**config.mk**
```make
export PLATFORM = sky130hd
export DESIGN_NAME = clock_period_meter
export DESIGN_NICKNAME = d
export VERILOG_FILES = /design/src/rtl/clock_meter_pkg.sv /design/src/rtl/sync_edge_detect.sv /design/src/rtl/clock_period_meter.sv
export SDC_FILE = /design/constraint.sdc
export NUM_CORES = 1
export LEC_CHECK = 0
export ABC_AREA = 1
export ABC_CLOCK_PERIOD_IN_PS = 2000
export CORE_MARGIN = 3
export CORE_UTILIZATION = 35
export CTS_CLUSTER_SIZE = 8
export DETAILED_ROUTE_END_ITERATION = 8
export PLACE_DENSITY_LB_ADDON = 0.08
export SYNTH_ARGS = -nofsm -noshare
export SYNTH_HDL_FRONTEND = slang
export SYNTH_HIERARCHICAL = 1
export SYNTH_SLANG_ARGS = --single-unit
```
**constraint.sdc**
```tcl
create_clock -name clk_in -period 2 [get_ports clk_in]
set_clock_uncertainty 0.15 [all_clocks]
set_input_delay 0.3 -clock clk_in [delete_from_list [all_inputs] [get_ports clk_in]]
set_output_delay 0.3 -clock clk_in [all_outputs]
set_load 0.01 [all_outputs]
```
**src/rtl/clock_meter_pkg.sv**
```systemverilog
// Shared constants and FSM encoding for the clock period meter.
package clock_meter_pkg;

  localparam int unsigned DefaultCounterSize = 16;
  localparam int unsigned DefaultSyncStages  = 2;

  typedef enum logic [0:0] {
    StIdle    = 1'b0,
    StMeasure = 1'b1
  } meter_state_e;

endpackage

```
**src/rtl/sync_edge_detect.sv**
```systemverilog
// Multi-flop synchronizer followed by an edge-detect flop. Edges are masked until the
// pipeline has refilled after reset, so a level already high at release is not a rise.
module sync_edge_detect
  import clock_meter_pkg::*;
#(
  parameter int unsigned SYNC_STAGES = DefaultSyncStages
) (
  input  logic clk_in,
  input  logic reset,
  input  logic sig_in,
  output logic sync_level,
  output logic rise,
  output logic fall
);

  logic [SYNC_STAGES-1:0] sync_q;
  logic                   prev_q;
  // Shadow chain of ones marking when sync_q and prev_q hold real samples.
  logic [SYNC_STAGES:0]   primed_q;

  always_ff @(posedge clk_in or posedge reset) begin
    if (reset) begin
      sync_q   <= '0;
      prev_q   <= 1'b0;
      primed_q <= '0;
    end else begin
      sync_q   <= {sync_q[SYNC_STAGES-2:0], sig_in};
      prev_q   <= sync_q[SYNC_STAGES-1];
      primed_q <= {primed_q[SYNC_STAGES-1:0], 1'b1};
    end
  end

  always_comb begin
    sync_level = sync_q[SYNC_STAGES-1];
    rise       = primed_q[SYNC_STAGES] & sync_level & ~prev_q;
    fall       = primed_q[SYNC_STAGES] & ~sync_level & prev_q;
  end

endmodule

```
**src/rtl/clock_period_meter.sv**
```systemverilog
// Measures rise-to-rise period and high time of an asynchronous divided clock in
// clk_in cycles, with a sticky overflow flag when a period exceeds the counter range.
module clock_period_meter
  import clock_meter_pkg::*;
#(
  parameter int unsigned COUNTER_SIZE = DefaultCounterSize,
  parameter int unsigned SYNC_STAGES  = DefaultSyncStages
) (
  input  logic                    clk_in,
  input  logic                    reset,
  input  logic                    sig_in,
  output logic [COUNTER_SIZE-1:0] period,
  output logic [COUNTER_SIZE-1:0] high_time,
  output logic                    period_valid,
  output logic                    overflow
);

  localparam logic [COUNTER_SIZE-1:0] CntMax = '1;
  localparam logic [COUNTER_SIZE-1:0] CntOne = COUNTER_SIZE'(1);

  logic sync_level;
  logic rise;
  logic unused_fall;

  meter_state_e            state_q, state_d;
  logic [COUNTER_SIZE-1:0] period_cnt_q, period_cnt_d;
  logic [COUNTER_SIZE-1:0] high_cnt_q, high_cnt_d;
  logic [COUNTER_SIZE-1:0] period_q, period_d;
  logic [COUNTER_SIZE-1:0] high_q, high_d;
  logic                    valid_q, valid_d;
  logic                    overflow_q, overflow_d;

  sync_edge_detect #(
    .SYNC_STAGES (SYNC_STAGES)
  ) u_sync_edge_detect (
    .clk_in     (clk_in),
    .reset      (reset),
    .sig_in     (sig_in),
    .sync_level (sync_level),
    .rise       (rise),
    .fall       (unused_fall)
  );

  always_comb begin
    state_d      = state_q;
    period_cnt_d = period_cnt_q;
    high_cnt_d   = high_cnt_q;
    period_d     = period_q;
    high_d       = high_q;
    valid_d      = 1'b0;
    overflow_d   = overflow_q;

    unique case (state_q)
      StIdle: begin
        if (rise) begin
          state_d      = StMeasure;
          period_cnt_d = CntOne;
          high_cnt_d   = CntOne;
        end
      end
      StMeasure: begin
        // A rise wins over overflow, so a period of exactly CntMax is still reported.
        if (rise) begin
          period_d     = period_cnt_q;
          high_d       = high_cnt_q;
          valid_d      = 1'b1;
          overflow_d   = 1'b0;
          period_cnt_d = CntOne;
          high_cnt_d   = CntOne;
        end else if (period_cnt_q == CntMax) begin
          overflow_d   = 1'b1;
          state_d      = StIdle;
          period_cnt_d = '0;
          high_cnt_d   = '0;
        end else begin
          period_cnt_d = period_cnt_q + CntOne;
          if (sync_level && (high_cnt_q != CntMax)) begin
            high_cnt_d = high_cnt_q + CntOne;
          end
        end
      end
      default: state_d = StIdle;
    endcase
  end

  always_ff @(posedge clk_in or posedge reset) begin
    if (reset) begin
      state_q      <= StIdle;
      period_cnt_q <= '0;
      high_cnt_q   <= '0;
      period_q     <= '0;
      high_q       <= '0;
      valid_q      <= 1'b0;
      overflow_q   <= 1'b0;
    end else begin
      state_q      <= state_d;
      period_cnt_q <= period_cnt_d;
      high_cnt_q   <= high_cnt_d;
      period_q     <= period_d;
      high_q       <= high_d;
      valid_q      <= valid_d;
      overflow_q   <= overflow_d;
    end
  end

  assign period       = period_q;
  assign high_time    = high_q;
  assign period_valid = valid_q;
  assign overflow     = overflow_q;

endmodule

```
==> impl_metrics.toml, run 1 <==
[outcome]
status = "finished, final reports clean"

[final_layout]
drive_above_1_share_pct = 15.2
utilization_pct = 45.2
stdcell_count = 577
diodes = 0
area_growth_pct = 23.4
final_cell_mix = "nand2_1 (108), dfrtp_1 (73), inv_1 (40)"
final_design_area_no_fill_um2 = 4250
num-nets-final = 448
final_common_cell = "nand2_1"

[placed_design]
dp_cells = 561
pre_cts_ws_ps = 214
placed_area_um2 = 4020
dp_hpwl_mm = 4.97
gp_congestion = 0.802
port_buffers = 36

[grt]
antenna_found_initial = 0
grt_pass1_vias = 2554
overflow = 0
track_usage_pct = 14.0
grt_pass1_wl_mm = 12.6
grt_max_degree = 68

[route]
drtIter0Drc = 112
routed_wl_mm = 7.13
first_pass_iters = 5
drc_errors = 0
via_per_inst = 4.58
ant_nets = 0
avgRoutedWirePerCell_um = 12.4
vias = 2642

[setup_path]
reg2reg_depth = 9
crit_fanout = 13
cp_top_family = "simple AND/OR/NAND/NOR gates"
crit_buf_inv = 1
critical_path_class = "reg -> reg"
cp-start-kind = "flip-flop"
r2r-start = "period_cnt_q[0]$_DFFE_PP0P_"
cp_data_arrival_time_ps = 1900
endpoint_kind = "flip-flop"
reg2reg_to = "high_cnt_q[12]$_DFFE_PP0P_"
cp_cell_sequence = "ha_1 > nand2_2 > nor2_4 > nand3_1 > nor2_1 > nor2_1 > buf_6 > nand3_1 > o21ai_2"
slowest_stage = "dfrtp_1"
cp.required_ps = 2110
r2r_setup_slack_ps = 220
slowest_delay_ps = 400

[timing]
grt_setup_unrepaired = "no"
hold_ws_ps = 102
finalCritPeriodShare_pct = 89.2
fin_setup_tns_ps = 0
max_freq_mhz = 561
setup_viol = 0
report.final.slew_viol_count = 0
setup_ws_ps = 216
period_needed_ps = 1780
finalHoldViolations = 0

[floorplanning]
row_count = 35
coreArea_um2 = 9420
dieHeight_um = 105
io_pins = 37
die-area_um2 = 11100
initial_utilization_pct = 36.6
die_w_um = 105

[power_and_ir_drop]
power_density_nw_per_um2 = 881
p_total_mw = 3.75
p_sw_share_pct = 27.4
p_int_mw = 2.72
p_sw_mw = 1.03
p_seq_share_pct = 47.2
clkPwrFrac_pct = 35.4
vdd_ir_drop_max_v = 0.000440
comb_power_share_pct = 17.4
leakagePower_nw = 1.85

[cts]
cts_buffers = 9
clock-sinks = 73
cts_max_level = 3
clockBufferDepth = 2
clk-insertion-delay-late_ps = 340
cts_root_buffer = "clkbuf_8"
cts_tree = "built"
clk_pin_slew_worst_paths_ps = 80

[min_path]
worstHoldPathType = "in -> async"

[logic_synthesis]
syn_area_um2 = 3450
synth.avg_cell_area_um2 = 8.66
yosysWarnings = 6
syn_inst = 398
synth.net_count = 403

[flow_run]
maxCapViolCount = 0
timing repair:
action | CTS | global route
hold buffers | 0 | 0
buffers inserted | 0 | 0
endpoints found under the setup margin | 0 | 4
gates resized for setup | 0 | 2
cell type report:
type	count	area, um^2
fill	948	5160
sequential	73	1830
multi-input combinational	270	1390
timing repair buffer	46	477
inverter	43	165
tap	129	161
clock buffer	11	151
clock inverter	5	77.6
sequential cells by signal (all words and copies together), names as in the netlist:
| register | flops |
|---|---|
| state_q | 1 |
| high_cnt_q | 16 |
| u_sync_edge_detect/prev_q | 1 |
| period_cnt_q | 16 |
| period_valid | 1 |
| u_sync_edge_detect/sync_q | 2 |
| overflow | 1 |
| high_time | 16 |
| u_sync_edge_detect/primed_q | 3 |
| period | 16 |
worst max path at each step:
stage / startpoint / endpoint / slack, ps / cells after the start
6_report: period_cnt_q[0]$_DFFE_PP0P_ / high_cnt_q[12]$_DFFE_PP0P_ / 220 / 9
3_3_place_gp: high_cnt_q[1]$_DFFE_PP0P_ / high_cnt_q[2]$_DFFE_PP0P_ / 240 / 10
3_5_place_dp: period_cnt_q[0]$_DFFE_PP0P_ / high_cnt_q[12]$_DFFE_PP0P_ / 210 / 9
5_1_grt: period_cnt_q[0]$_DFFE_PP0P_ / high_cnt_q[11]$_DFFE_PP0P_ / 30 / 9
4_1_cts: period_cnt_q[0]$_DFFE_PP0P_ / high_cnt_q[12]$_DFFE_PP0P_ / 180 / 9
2_1_floorplan: period_cnt_q[0]$_DFFE_PP0P_ / high_cnt_q[10]$_DFFE_PP0P_ / 340 / 11
routing by layer:
metal / global-route usage [%] / wire length [um]
met5: 0 / 0
met4: 4.50 / 100
met2: 19.9 / 2950
met1: 21.1 / 3760
met3: 3.18 / 319
power by group through the flow:
stage	Clock, mW	Combinational, mW	Sequential [mW]
floorplan	0	0.380	1.81
global placement	0	0.658	1.80
detailed placement	0	0.661	1.80
CTS	1.36	0.666	1.77
global route	1.42	0.740	1.80
finish	1.33	0.651	1.77
Note: power is estimated with default switching activity, not from simulation.
==> run 2, diff against run 1 <==
CELL_PAD_IN_SITES_DETAIL_PLACEMENT = 0   (was default)
CELL_PAD_IN_SITES_GLOBAL_PLACEMENT = 1   (was default)
==> impl_metrics.toml, run 2 (synthesis results as in run 1) <==
[outcome]
status = "finished, final reports clean"

[placed_design]
gp_congestion = 0.783
port_buffers = 36
pre_cts_ws_ps = 179
dp_hpwl_mm = 4.96
dp_cells = 558

[cts]
cts_hold_buf = 0
post-cts-setup-buffer-count = 0
clock-sinks = 73
cts_root_buffer = "clkbuf_8"
cts_buffers = 9
clk-insertion-delay-late_ps = 340
clk_pin_slew_worst_paths_ps = 70
cts_max_level = 3
clockBufferDepth = 2
cts_tree = "built"
cts_resized = 0

[power_and_ir_drop]
leakagePower_nw = 1.80
p_total_mw = 3.49
power_density_nw_per_um2 = 836
vdd_ir_drop_max_v = 0.000504

[setup_path]
endpoint_kind = "flip-flop"
crit_fanout = 13
critical_path_class = "reg -> reg"
cp_data_arrival_time_ps = 1960
cp_cell_sequence = "ha_1 > nand2_2 > nor2_4 > nand3_1 > nor2_1 > nor2_1 > buf_4 > nand3_1 > o21ai_2"
cp.required_ps = 2120
slowest_delay_ps = 400
slowest_stage = "dfrtp_1"
cp-start-kind = "flip-flop"

[final_layout]
final_cell_mix = "nand2_1 (108), dfrtp_1 (73), inv_1 (40)"
drive_above_1_share_pct = 14.2
area_growth_pct = 21.2
diodes = 0
stdcell_count = 574
final_common_cell = "nand2_1"
num-nets-final = 445

[route]
drc_errors = 0
routed_wl_mm = 7.27
drtIter0Drc = 92
avgRoutedWirePerCell_um = 12.7
via_per_inst = 4.57
first_pass_iters = 4
vias = 2625
ant_nets = 0

[timing]
fin_setup_tns_ps = 0
period_needed_ps = 1840
setup_ws_ps = 160
max_freq_mhz = 543
finalHoldViolations = 0
finalCritPeriodShare_pct = 92.0
hold_ws_ps = 108
grt_setup_unrepaired = "no"
report.final.slew_viol_count = 0
setup_viol = 0

[grt]
track_usage_pct = 14.3
overflow = 0
grt_max_degree = 68
antenna_found_initial = 0
grt_pass1_vias = 2574
grt_pass1_wl_mm = 12.7

[floorplanning]
coreArea_um2 = 9420
io_pins = 37
dieHeight_um = 105
die-area_um2 = 11100
die_w_um = 105
row_count = 35
initial_utilization_pct = 36.6

[min_path]
worstHoldPathType = "in -> async"

[flow_run]
maxCapViolCount = 0
run 2: through the flow:
stage	cell area [um^2]	util (%)
2_1_floorplan	3450	-
3_3_place_gp	4000	42.4
3_5_place_dp	4000	42.4
4_1_cts	4180	44.4
5_1_grt	4180	44.4
6_report	4180	44.4
run 2: layout make-up:
class	count	area [um^2]
Fill cell	936	5240
Sequential cell	73	1830
Multi-Input combinational cell	270	1390
Timing Repair Buffer	43	450
Inverter	43	165
Tap cell	129	161
Clock buffer	12	155
Clock inverter	4	27.5
run 2: layer usage:
| metal | part of all wire [%] | track usage, % | wire [um] | vias to the layer above |
|---|---|---|---|---|
| met1 | 55 | 21.0 | 3980 | 1213 |
| met2 | 40 | 20.4 | 2930 | 36 |
| met3 | 3.4 | 3.06 | 245 | 10 |
| met4 | 1.6 | 5.62 | 115 | 0 |
| met5 | 0 | 0 | 0 | - |
| li1 | - | - | - | 1366 |
run 2: path summary, 6_finish.rpt:
kind / from / to / slack, ps / depth (start not counted)
setup reg to reg: period_cnt_q[0]$_DFFE_PP0P_ / high_cnt_q[10]$_DFFE_PP0P_ / 160 / 9
min in group clk_in: u_sync_edge_detect/primed_q[0]$_DFF_PP0_ / u_sync_edge_detect/primed_q[1]$_DFF_PP0_ / 200 / 0
setup / recovery: period_cnt_q[0]$_DFFE_PP0P_ / high_cnt_q[10]$_DFFE_PP0P_ / 160 / 9
max in group asynchronous: reset / high_cnt_q[2]$_DFFE_PP0P_ / 1120 / 3
hold reg to reg: u_sync_edge_detect/primed_q[0]$_DFF_PP0_ / u_sync_edge_detect/primed_q[1]$_DFF_PP0_ / 200 / 0
hold / removal: reset / u_sync_edge_detect/sync_q[0]$_DFF_PP0_ / 110 / 2
run 2: worst max-delay path: cells and delay by family, from the launching register on:
family | cells | cell delay (ps)
buffers and inverters | 1 | 250
adder cells (fa/ha/maj) | 1 | 240
AO/OA/AOI/OAI | 1 | 120
AND/OR/NAND/NOR | 6 | 610
flip-flops | 1 | 400
run 2: where the power goes:
part,leakage [nW],total (mW),internal (mW),switching (mW)
logic,0.735,0.658,0.311,0.347
registers,0.980,1.77,1.64,0.130
clock network,0.0846,1.06,0.517,0.548
total,1.80,3.49,2.47,1.02
